--- config.mk ---
export PLATFORM = sky130hd
export DESIGN_NAME = button_conditioner
export DESIGN_NICKNAME = d
export VERILOG_FILES = /design/src/rtl/btn_pkg.sv /design/src/rtl/bit_sync.sv /design/src/rtl/button_conditioner.sv
export SDC_FILE = /design/constraint.sdc
export NUM_CORES = 1
export LEC_CHECK = 0
export ABC_AREA = 1
export CORE_ASPECT_RATIO = 0.75
export CORE_MARGIN = 10
export CORE_UTILIZATION = 50
export CTS_CLUSTER_DIAMETER = 150
export DETAILED_ROUTE_END_ITERATION = 10
export GPL_ROUTABILITY_DRIVEN = 0
export GPL_TIMING_DRIVEN = 0
export PLACE_DENSITY = 0.69
export SYNTH_ARGS = -nofsm -noshare
export SYNTH_HDL_FRONTEND = slang
export SYNTH_SLANG_ARGS = --single-unit
--- constraint.sdc ---
create_clock -name clk -period 4 [get_ports clk]
set_input_delay 0.6 -clock clk [delete_from_list [all_inputs] [get_ports clk]]
set_output_delay 0.6 -clock clk [all_outputs]
set_load 0.05 [all_outputs]
--- src/rtl/btn_pkg.sv ---
`timescale 1ns/1ps
`default_nettype none
// +------------------------------------------------------------------+
// | btn_pkg : shared state encoding and sizing helper for the button |
// | conditioner.                                      rev 1.0        |
// +------------------------------------------------------------------+
package btn_pkg;

  typedef enum logic [2:0] {
    ST_IDLE         = 3'd0,
    ST_PRESS_WAIT   = 3'd1,
    ST_PRESSED      = 3'd2,
    ST_LONG_HELD    = 3'd3,
    ST_RELEASE_WAIT = 3'd4
  } btn_state_t;

  // Bits needed to hold 0..max_val; never less than one bit.
  function automatic int cnt_width(input int unsigned max_val);
    if (max_val < 1) return 1;
    return $clog2(max_val + 1);
  endfunction

endpackage
`default_nettype wire

--- src/rtl/bit_sync.sv ---
`timescale 1ns/1ps
`default_nettype none
// +------------------------------------------------------------------+
// | bit_sync : multi-flop synchronizer, asynchronous reset to a      |
// | chosen idle level.                                rev 1.0        |
// +------------------------------------------------------------------+
module bit_sync #(
  parameter int   SYNC_STAGES = 2,
  parameter logic RESET_VAL   = 1'b0
) (
  input  logic clk,
  input  logic reset,
  input  logic d,
  output logic q
);

  logic [SYNC_STAGES-1:0] sync_q;
  logic [SYNC_STAGES-1:0] sync_d;

  always_comb begin
    sync_d = {sync_q[SYNC_STAGES-2:0], d};
  end

  always_ff @(posedge clk or posedge reset) begin
    if (reset) begin
      sync_q <= {SYNC_STAGES{RESET_VAL}};
    end else begin
      sync_q <= sync_d;
    end
  end

  assign q = sync_q[SYNC_STAGES-1];

endmodule
`default_nettype wire

--- src/rtl/button_conditioner.sv ---
`timescale 1ns/1ps
`default_nettype none
// +------------------------------------------------------------------+
// | button_conditioner : raw push-button to clean level plus press,  |
// | release, long-press and auto-repeat strobes.      rev 1.0        |
// +------------------------------------------------------------------+
module button_conditioner
  import btn_pkg::*;
#(
  parameter int unsigned SYNC_STAGES     = 2,
  parameter int unsigned DEBOUNCE_CYCLES = 1_000_000,
  parameter int unsigned LONG_CYCLES     = 50_000_000,
  parameter int unsigned REPEAT_CYCLES   = 12_500_000,
  parameter bit          ACTIVE_LOW      = 1'b0
) (
  input  logic clk,
  input  logic reset,
  input  logic button_in,
  output logic button_level,
  output logic press_pulse,
  output logic release_pulse,
  output logic long_pulse,
  output logic repeat_pulse
);

  localparam int DEB_W  = cnt_width(DEBOUNCE_CYCLES);
  localparam int HOLD_W = cnt_width(LONG_CYCLES);
  localparam int REP_W  = cnt_width(REPEAT_CYCLES);

  localparam logic [DEB_W-1:0]  DEB_LAST  = DEB_W'(DEBOUNCE_CYCLES - 1);
  localparam logic [HOLD_W-1:0] HOLD_LAST = HOLD_W'(LONG_CYCLES - 1);
  localparam logic [REP_W-1:0]  REP_LAST  = REP_W'((REPEAT_CYCLES == 0) ? 0 : REPEAT_CYCLES - 1);
  localparam bit                REP_EN    = (REPEAT_CYCLES != 0);
  localparam logic              SYNC_IDLE = ACTIVE_LOW ? 1'b1 : 1'b0;

  logic pad_sync;
  logic s;

  bit_sync #(
    .SYNC_STAGES (SYNC_STAGES),
    .RESET_VAL   (SYNC_IDLE)
  ) u_sync (
    .clk   (clk),
    .reset (reset),
    .d     (button_in),
    .q     (pad_sync)
  );

  assign s = pad_sync ^ ACTIVE_LOW;

  btn_state_t        state_q,     state_d;
  logic [DEB_W-1:0]  deb_cnt_q,   deb_cnt_d;
  logic [HOLD_W-1:0] hold_cnt_q,  hold_cnt_d;
  logic [REP_W-1:0]  rep_cnt_q,   rep_cnt_d;
  logic              long_seen_q, long_seen_d;
  logic              level_q,     level_d;
  logic              press_q,     press_d;
  logic              release_q,   release_d;
  logic              long_q,      long_d;
  logic              repeat_q,    repeat_d;
  logic              held_tick;

  always_comb begin
    state_d     = state_q;
    deb_cnt_d   = deb_cnt_q;
    hold_cnt_d  = hold_cnt_q;
    rep_cnt_d   = rep_cnt_q;
    long_seen_d = long_seen_q;
    level_d     = level_q;
    press_d     = 1'b0;
    release_d   = 1'b0;
    long_d      = 1'b0;
    repeat_d    = 1'b0;
    held_tick   = 1'b0;

    case (state_q)
      ST_IDLE: begin
        if (s) begin
          state_d   = ST_PRESS_WAIT;
          deb_cnt_d = '0;
        end
      end
      ST_PRESS_WAIT: begin
        if (!s) begin
          state_d = ST_IDLE;
        end else if (deb_cnt_q == DEB_LAST) begin
          state_d    = ST_PRESSED;
          level_d    = 1'b1;
          press_d    = 1'b1;
          hold_cnt_d = '0;
        end else begin
          deb_cnt_d = deb_cnt_q + DEB_W'(1);
        end
      end
      ST_PRESSED, ST_LONG_HELD: begin
        if (!s) begin
          state_d   = ST_RELEASE_WAIT;
          deb_cnt_d = '0;
        end else begin
          held_tick = 1'b1;
        end
      end
      ST_RELEASE_WAIT: begin
        // A bounce back high resumes the hold and counts as a held cycle,
        // so the frozen interval is exactly the time the input read low.
        if (s) begin
          held_tick = 1'b1;
        end else if (deb_cnt_q == DEB_LAST) begin
          state_d     = ST_IDLE;
          level_d     = 1'b0;
          release_d   = 1'b1;
          long_seen_d = 1'b0;
        end else begin
          deb_cnt_d = deb_cnt_q + DEB_W'(1);
        end
      end
      default: begin
        state_d = ST_IDLE;
      end
    endcase

    if (held_tick) begin
      if (!long_seen_q) begin
        state_d = ST_PRESSED;
        if (hold_cnt_q == HOLD_LAST) begin
          state_d     = ST_LONG_HELD;
          long_d      = 1'b1;
          long_seen_d = 1'b1;
          rep_cnt_d   = '0;
        end else begin
          hold_cnt_d = hold_cnt_q + HOLD_W'(1);
        end
      end else begin
        state_d = ST_LONG_HELD;
        if (REP_EN) begin
          if (rep_cnt_q == REP_LAST) begin
            repeat_d  = 1'b1;
            rep_cnt_d = '0;
          end else begin
            rep_cnt_d = rep_cnt_q + REP_W'(1);
          end
        end
      end
    end
  end

  always_ff @(posedge clk or posedge reset) begin
    if (reset) begin
      state_q     <= ST_IDLE;
      deb_cnt_q   <= '0;
      hold_cnt_q  <= '0;
      rep_cnt_q   <= '0;
      long_seen_q <= 1'b0;
      level_q     <= 1'b0;
      press_q     <= 1'b0;
      release_q   <= 1'b0;
      long_q      <= 1'b0;
      repeat_q    <= 1'b0;
    end else begin
      state_q     <= state_d;
      deb_cnt_q   <= deb_cnt_d;
      hold_cnt_q  <= hold_cnt_d;
      rep_cnt_q   <= rep_cnt_d;
      long_seen_q <= long_seen_d;
      level_q     <= level_d;
      press_q     <= press_d;
      release_q   <= release_d;
      long_q      <= long_d;
      repeat_q    <= repeat_d;
    end
  end

  assign button_level  = level_q;
  assign press_pulse   = press_q;
  assign release_pulse = release_q;
  assign long_pulse    = long_q;
  assign repeat_pulse  = repeat_q;

endmodule
`default_nettype wire

### After elaboration in Yosys (flattened, before gate mapping)

Cells that the tools add are included.

* output and inout bits: 5
* bits of input ports: 3
* flip-flop bits (word level): 81

* add/subtract/negate cells: 3
* muxes and demuxes: 49
* equality and inequality tests: 18
* reductions and logical operators: 10

Operators by type and width (number)
* 26-bit 2-to-1 mux: 6
* 20-bit 2-to-1 mux: 5
* 20-bit one-hot mux with 4 select lines: 1
* 24-bit 2-to-1 mux: 3
* 26-bit by 1-bit adder with 26-bit output (second input constant): 1
* 26-bit == test (second input constant): 1
* 24-bit by 1-bit adder with 24-bit output (second input constant): 1
* 24-bit == test (second input constant): 1
* 1-bit 2-to-1 mux: 24
* 3-bit 2-to-1 mux: 8
* 20-bit by 1-bit adder with 20-bit output (second input constant): 1
* 20-bit == test (second input constant): 1
* 5-bit AND reduction: 3
* 3-bit one-hot mux with 4 select lines: 1
* 3-bit inequality test (second input constant): 3
* 2-bit inequality test (second input constant): 4
* 3-bit by 2-bit == test with 1-bit output (second input constant): 2
* 2-bit by 1-bit inequality test with 1-bit output (second input constant): 2
* 4-bit inequality test (second input constant): 1
* 2-bit nonzero test: 2
* 4-bit nonzero test: 1
* 3-bit by 1-bit == test with 1-bit output (second input constant): 1
* 3-bit == test (second input constant): 1
* 3-bit zero test: 1
* other kinds (5): 5

### Logic depth before layout (Yosys ltp)

* word-level depth: 7
* mapped depth: 12
* mapped depth without buffers: 12

### Hierarchy

A second synthesis with hierarchy kept.

* cells, all modules: 772
* area, all modules: 5247.5 µm²

Modules (own cells, without submodules)
* button_conditioner: cells each 769, times used 1, seq. area each 1976.9 µm², area each 5193.7 µm²
* bit_sync: cells each 3, times used 1, seq. area each 50.0 µm², area each 53.8 µm²

### Least setup slack after synthesis

OpenSTA, ideal clock, no wires.

* path kind: register to register
* start point: reg deb_cnt_q[0]
* end point: reg deb_cnt_q[15]
* cell stages (with the launch flop): 10
* clock period less this slack: 1.667 ns
* required time: 3.878 ns
* library setup time: 0.122 ns
* setup slack: 2.333 ns
* arrival time: 1.545 ns
* path through: dfrtp_1 > ha_1 > nand3_2 > nor2_1 > nand3_2 > nor2_4 > nor2_4 > buf_6 > nand3_1 > o21ai_1

* cells in the longest elaborated chain, start to end: 4
* elaborated cells between the ends (all ways): 6
* those cells by class: add/sub: 1; eq/ne: 1; mux: 4

Ends and longest elaborated chain
* start: declaration: line button_conditioner.sv:52 `logic [DEB_W-1:0] deb_cnt_q, deb_cnt_d;`
* start signal: assignment: line button_conditioner.sv:161 `deb_cnt_q <= deb_cnt_d;`
* 20-bit by 1-bit adder with 20-bit output / 20-bit == test (equally long branches)
* 20-bit 2-to-1 mux (*): line button_conditioner.sv:86, button_conditioner.sv:108
* 20-bit 2-to-1 mux, on equally long branches: line button_conditioner.sv:106, button_conditioner.sv:84
* 20-bit one-hot mux with 4 select lines (*): line button_conditioner.sv:76 `case (state_q)`

Every way passes the cells marked *; elsewhere a longest branch is shown, timed or not. The select of a mux whose other input is x is not followed.
A chain may end at the register's enable or synchronous reset.

### Worst setup path in the final report

* start point: reg deb_cnt_q[0]
* end point: reg hold_cnt_q[21]

* cells in the longest elaborated chain, start to end: 7

Ends and longest elaborated chain
* 20-bit == test (*): line button_conditioner.sv:86 `end else if (deb_cnt_q == DEB_LAST) begin`
* 26-bit 2-to-1 mux (*): line button_conditioner.sv:86
* 26-bit 2-to-1 mux (*): line button_conditioner.sv:84 `if (!s) begin`
* 26-bit 2-to-1 mux (*): line button_conditioner.sv:76
* 26-bit 2-to-1 mux: line button_conditioner.sv:125 `if (hold_cnt_q == HOLD_LAST) begin`
* 26-bit 2-to-1 mux: line button_conditioner.sv:123 `if (!long_seen_q) begin`
* 26-bit 2-to-1 mux (*): line button_conditioner.sv:122 `if (held_tick) begin`
* via hold_cnt_d[21]: line button_conditioner.sv:53 `logic [HOLD_W-1:0] hold_cnt_q, hold_cnt_d;`
* end signal: assignment: line button_conditioner.sv:162 `hold_cnt_q <= hold_cnt_d;`
* end: declaration: line button_conditioner.sv:53

Mark *: on every way through the listed nets, which the timed path passes. The rest lies on a longest branch.

==> impl_metrics.yaml <==
global_route:
  grt_pass1_vias: 4588
  grt_max_degree: 50
  grt.overflow.total: 0
  grtUsageTotal_pct: 18.0
  grt_pass1_wl_um: 23100
  antenna_found_initial: 0
clock_network:
  holdBufCountCts: 0
  cts_tree: "yes"
  clockBufferDepth: 2
  clkTransAtPathRegs_ns: 0.06
  cts.sinks: 81
  cts_htree_levels: 3
  numCtsBuffers: 9
  cts_resized: 0
  cts_root_buffer: "clkbuf_16"
  postCtsSetupBuffers: 0
  clock_latency_ns: 0.34
yosys:
  synthAdderAreaFrac_pct: 0.700
  yosysTopAreaCell: "dfrtp_1"
  synth_area_leaders: "dfrtp_1 38%, nand2_1 19%, nor2_1 9.0%, nand3_1 7.6%, inv_1 5.4%"
  synthSimpleGateAreaFrac_pct: 43.7
  async_flop_share_pct: 100
  avgSynthCellArea_um2: 6.57
  syn_inst: 816
  synth_xor_area_share_pct: 3.10
  synth_top_family_by_area: "simple AND/OR/NAND/NOR gates"
  synth_edf_count: 0
  netlist_area_um2: 5370
  synth_seq_cells: 81
  synth_nets: 822
  yosysSeqAreaShare_pct: 37.8
  yosys_warnings: 0
  synth_top_area_share_pct: 37.8
  yosys.cell_types.count: 34
  synth_mux_area_share_pct: 0
  synthFlopType: "dfrtp_1"
  synth-compound-area-share_pct: 6.23
setup_path:
  crit_fanout: 7
  r2r_setup_slack_ns: 1.76
  crit_path_end_kind: "flop"
  crit_required_ns: 4.23
  ff2ff_path_depth: 10
  crit_arrival_ns: 2.47
  r2r-start: "deb_cnt_q[0]"
  start_kind: "flop"
  worstSetupPathType: "flop to flop"
  rr_endpoint: "hold_cnt_q[21]"
  crit_path_start: "deb_cnt_q[0]"
floorplan:
  die_area_um2: 15300
  fp-row-count: 32
  die_h_um: 110
  coreArea_um2: 10400
  pin_count: 8
  die_x_um: 140
  start_util_pct: 51.7
sta:
  finalClockSkew_ns: 0.0100
  setup_viol: 0
  worst_slew_pin_slew_ns: 0.518
  max-slew-margin-rel_pct: 65.4
  finalHoldViolCount: 0
  rsz0062_at_grt: "no"
  max_clock_freq_mhz: 447
  slew_viol_final: 0
  period_share_pct: 56.0
  fin_setup_tns_ns: 0
  min_period_ns: 2.24
power:
  p_per_area_nw_per_um2: 374
  total_leakage_power_nw: 2.59
  vdd_drop_max_mv: 0.216
route:
  drt_wl_total_um: 13800
  first_pass_iters: 8
  drt_iter0_markers: 592
  antenna_left: 0
  vias: 5291
  post_drt_wl_per_cell_um: 14.1
  drcViolationCount: 0
  avgViaCountPerCell: 5.43
finish:
  final_cell_mix: "268 x nand2_1, 128 x nor2_1, 82 x nand3_1, 81 x dfrtp_1, 76 x inv_1"
  antenna_cells_inserted: 0
  final_area_um2: 5930
  final_nets: 841
  drive_above_1_share_pct: 7.27
  final_common_cell: "nand2_1"
  area_delta_synth_final_pct: 10.5
status:
  status: "completed"
hold_path:
  holdPathEnd: "u_sync.sync_q[1]"
  min-delay-start: "u_sync.sync_q[0]"
  hold_class: "flop to flop"
  holdPathStages: 0
place:
  placed_cell_area_um2: 5640
  port_buffers: 7
  hpwl_um: 10100
job:
  cap_violations: 0
-- per-layer routing --
| layer | up-vias | wire [um] | part of all wire [%] | GRT usage [%] |
|---|---|---|---|---|
| met3 | 22 | 1040 | 7.5 | 3.79 |
| met1 | 2400 | 6740 | 49 | 26.0 |
| li1 | 2642 | - | - | - |
| met2 | 227 | 5810 | 42 | 26.4 |
| met4 | 0 | 175 | 1.3 | 5.15 |
| met5 | - | 0 | 0 | 0 |
-- report_power, final --
| part | internal [W] | total, W | switching (W) |
|---|---|---|---|
| clock | 0.000496 | 0.000832 | 0.000336 |
| combinational | 0.000141 | 0.000482 | 0.000341 |
| sequential | 0.000859 | 0.000907 | 0.0000474 |
| total | 0.00150 | 0.00222 | 0.000724 |
-- registers in the layout (all words and copies together) (netlist names) --
name,flops
button_level,1
release_pulse,1
long_pulse,1
press_pulse,1
repeat_pulse,1
long_seen_q,1
state_q,3
hold_cnt_q,26
u_sync.sync_q,2
deb_cnt_q,20
rep_cnt_q,24
-- critical path, cell delays in order, from the launching register on --
cell	delay, ns
dfrtp_1	0.49
ha_1	0.31
nand3_2	0.19
nor2_1	0.24
nand3_2	0.17
nor2_2	0.30
nand2_2	0.18
nand2_1	0.10
nand2_1	0.05
nand2_1	0.06
nand2_1	0.04
-- metrics by stage --
step           total power (W)  utilization [%]  hold WS (ns)  setup slack [ns]  instances
2_1_floorplan          0.00127                -         0.331              1.32        816
3_3_place_gp           0.00139             54.1         0.347            0.0115        959
3_5_place_dp           0.00140             54.3         0.339              1.81        960
4_1_cts                0.00223             57.2         0.374              1.79        975
5_1_grt                0.00234             57.2         0.377              1.59        975
6_report               0.00222             57.2         0.364              1.76        975
-- cell type report --
type | instances | area (um2)
inverters | 88 | 342
clock buffers | 10 | 239
well taps | 136 | 170
plain buffers | 17 | 118
multi-input cells | 630 | 2880
clock inverters | 5 | 56.3
fillers | 1008 | 4440
repair buffers | 8 | 97.6
flip-flops and latches | 81 | 2030
-- synthesized netlist by cell type, types with 2 or more instances --
cell      number
ha_1           3
o21ai_1       25
a21oi_1       10
buf_2          4
o21bai_1       2
nand3_1       82
nor3_1        13
nor2_4         4
inv_2          6
nor2_2         6
nand3_2        5
nand4_1       30
clkinv_1       2
dfrtp_1       81
o21ai_0       21
clkbuf_1       5
buf_6          5
nor2_1       128
inv_1         77
buf_4          3
o22ai_1        2
nand2_1      268
nand2_2        6
xor2_1        18
-- worst max path at each step --
stage	to	slack, ns	cells after the start
after floorplan	button_level	1.32	1
after detailed placement	hold_cnt_q[22]	1.81	10
final	hold_cnt_q[21]	1.76	10
after global routing	rep_cnt_q[17]	1.59	11
after global placement	hold_cnt_q[0]	0.01	2
after CTS	hold_cnt_q[22]	1.79	10
-- cell families after synthesis --
logic type	after synthesis
xor gates and xnor gates	19
adders and majority gates	3
AOI/OAI and AO/OA	63
and+or+nand+nor	545
buffers and inverters	105
DFF	81
No activity file was read; power rests on OpenSTA's default activity.
==> variant (config.mk and constraints unchanged) <==
The parameter `LONG_CYCLES` goes from 50_000_000 to 12_500_000.
--- a/src/rtl/button_conditioner.sv
+++ b/src/rtl/button_conditioner.sv
@@ -11,3 +11,3 @@
   parameter int unsigned DEBOUNCE_CYCLES = 1_000_000,
-  parameter int unsigned LONG_CYCLES     = 50_000_000,
+  parameter int unsigned LONG_CYCLES     = 12_500_000,
   parameter int unsigned REPEAT_CYCLES   = 12_500_000,
Function: same outputs for any inputs over 10 cycles, from zero or initial values and one cycle with reset high; that may be too few to reach the edited logic, so the function may still have changed.
==> variant against the original RTL <==
Cell count grew 2.3%; power grew 5.8%; wire length rose by 1.2%; fmax grew 5.8%; sequential cell count is 2 lower; worst hold slack got worse by 3.4 ps; non-clock buffer count shrank 1; critical path depth fell by 9; via count about the same; area after synthesis increased by 2.9%; clock skew down 3.6 ps; final area up 2.8%; worst setup slack better by 120 ps; combinational power rose by 22%; critical path type is now flip-flop to primary output; critical endpoint is now button_level; highest routed layer unchanged.
==> variant: results (changes against the original RTL) <==
Drt
  • Metal-1 WL: 6.83 mm (+1.4%)
  • Routed wl met2: 5.86 mm (+0.76%)
  • Total wire length: 13.9 mm (+1.2%)
  • Initial DRC count: 555 (-6.3%)
  • Pre-antenna DRT Iters: 5 (-3)
  • DR WL met3: 1.08 mm (+4.1%)

Power and ir drop
  • Peak VDD IR: 0.255 mV (+18%)
  • Lkg Pwr: 2.69 nW (+4.2%)

Worst setup path
  • Crit path to: button_level
  • Crit-path max FO: 2 (-5)
  • Crit path launch: button_level
  • Slowest CP cell: clkdlybuf4s50_1

Yosys
  • Area contributors post-synth: dfrtp_1 36%, nand2_1 19%, nor2_1 10%
  • Synthesized net count: 841 (+2.3%)
  • Netlist cell types: 38 (+12%)
  • List of most frequent post-synthesis cells: 277 x nand2_1, 151 x nor2_1, 79 x dfrtp_1, 79 x inv_1, 75 x nand3_1
  • Sequential area share after synthesis: 35.8% (-2.0 points)

STA
  • Max-slew headroom: 60.9% (-4.5 points)
  • Hold WS: 361 ps (-3.42 ps)
  • Final Skew: 6.38 ps (-3.63 ps)
  • Fmax: 472 MHz (+5.8%)

Global routing
  • M2 GR Usage: 27.5% (+1.0 points)
  • GRT Overall Usage: 18.5% (+0.54 points)
  • Global-route wire length before repair: 24.1 mm (+4.4%)

Final layout
  • Top Registers: hold_cnt_q: 24 flops, rep_cnt_q: 24 flops, deb_cnt_q: 20 flops
  • Area Overhead vs Synth: 10.4%
  • Non-Filler Instances: 997 (+2.3%)
  • Fin nets: 860 (+2.3%)
  • Layout cells sized above 1: 8.75% (+1.5 points)

Place
  • Pre-CTS setup slack: 1950 ps (+140 ps)

Run status
  • Status: completed
## variant: worst reg2reg max path, stage by stage, from the launching register on
cell and delay, ps:
dfrtp_1 450, ha_1 290, nand2_1 160, nor2_4 220, inv_1 60, nor2_1 130
nand3_2 230, inv_1 230, nor2_1 70, nand3_1 70, nand2_1 60
## variant: cell families after synthesis
logic type,share of synthesized area [%]
compound gates,6.26
simple gates,44.8
fa+ha+maj,0.680
flops,35.8
xor+xnor,4.13
buf+inv,8.30
## variant: power by group
part           internal (W)  switching (W)  leakage [nW]
sequential         0.000849      0.0000546          1.08
combinational      0.000188       0.000398          1.46
clock              0.000536       0.000322         0.151
## variant: layout make-up
class	instances	area share, %
multi-input combinational	654	50.6
sequential	79	32.4
timing repair buffer	8	1.60
inverter	86	5.34
clock buffer	9	3.70
tap	140	2.87
clock inverter	5	1.23
buffer	16	2.22
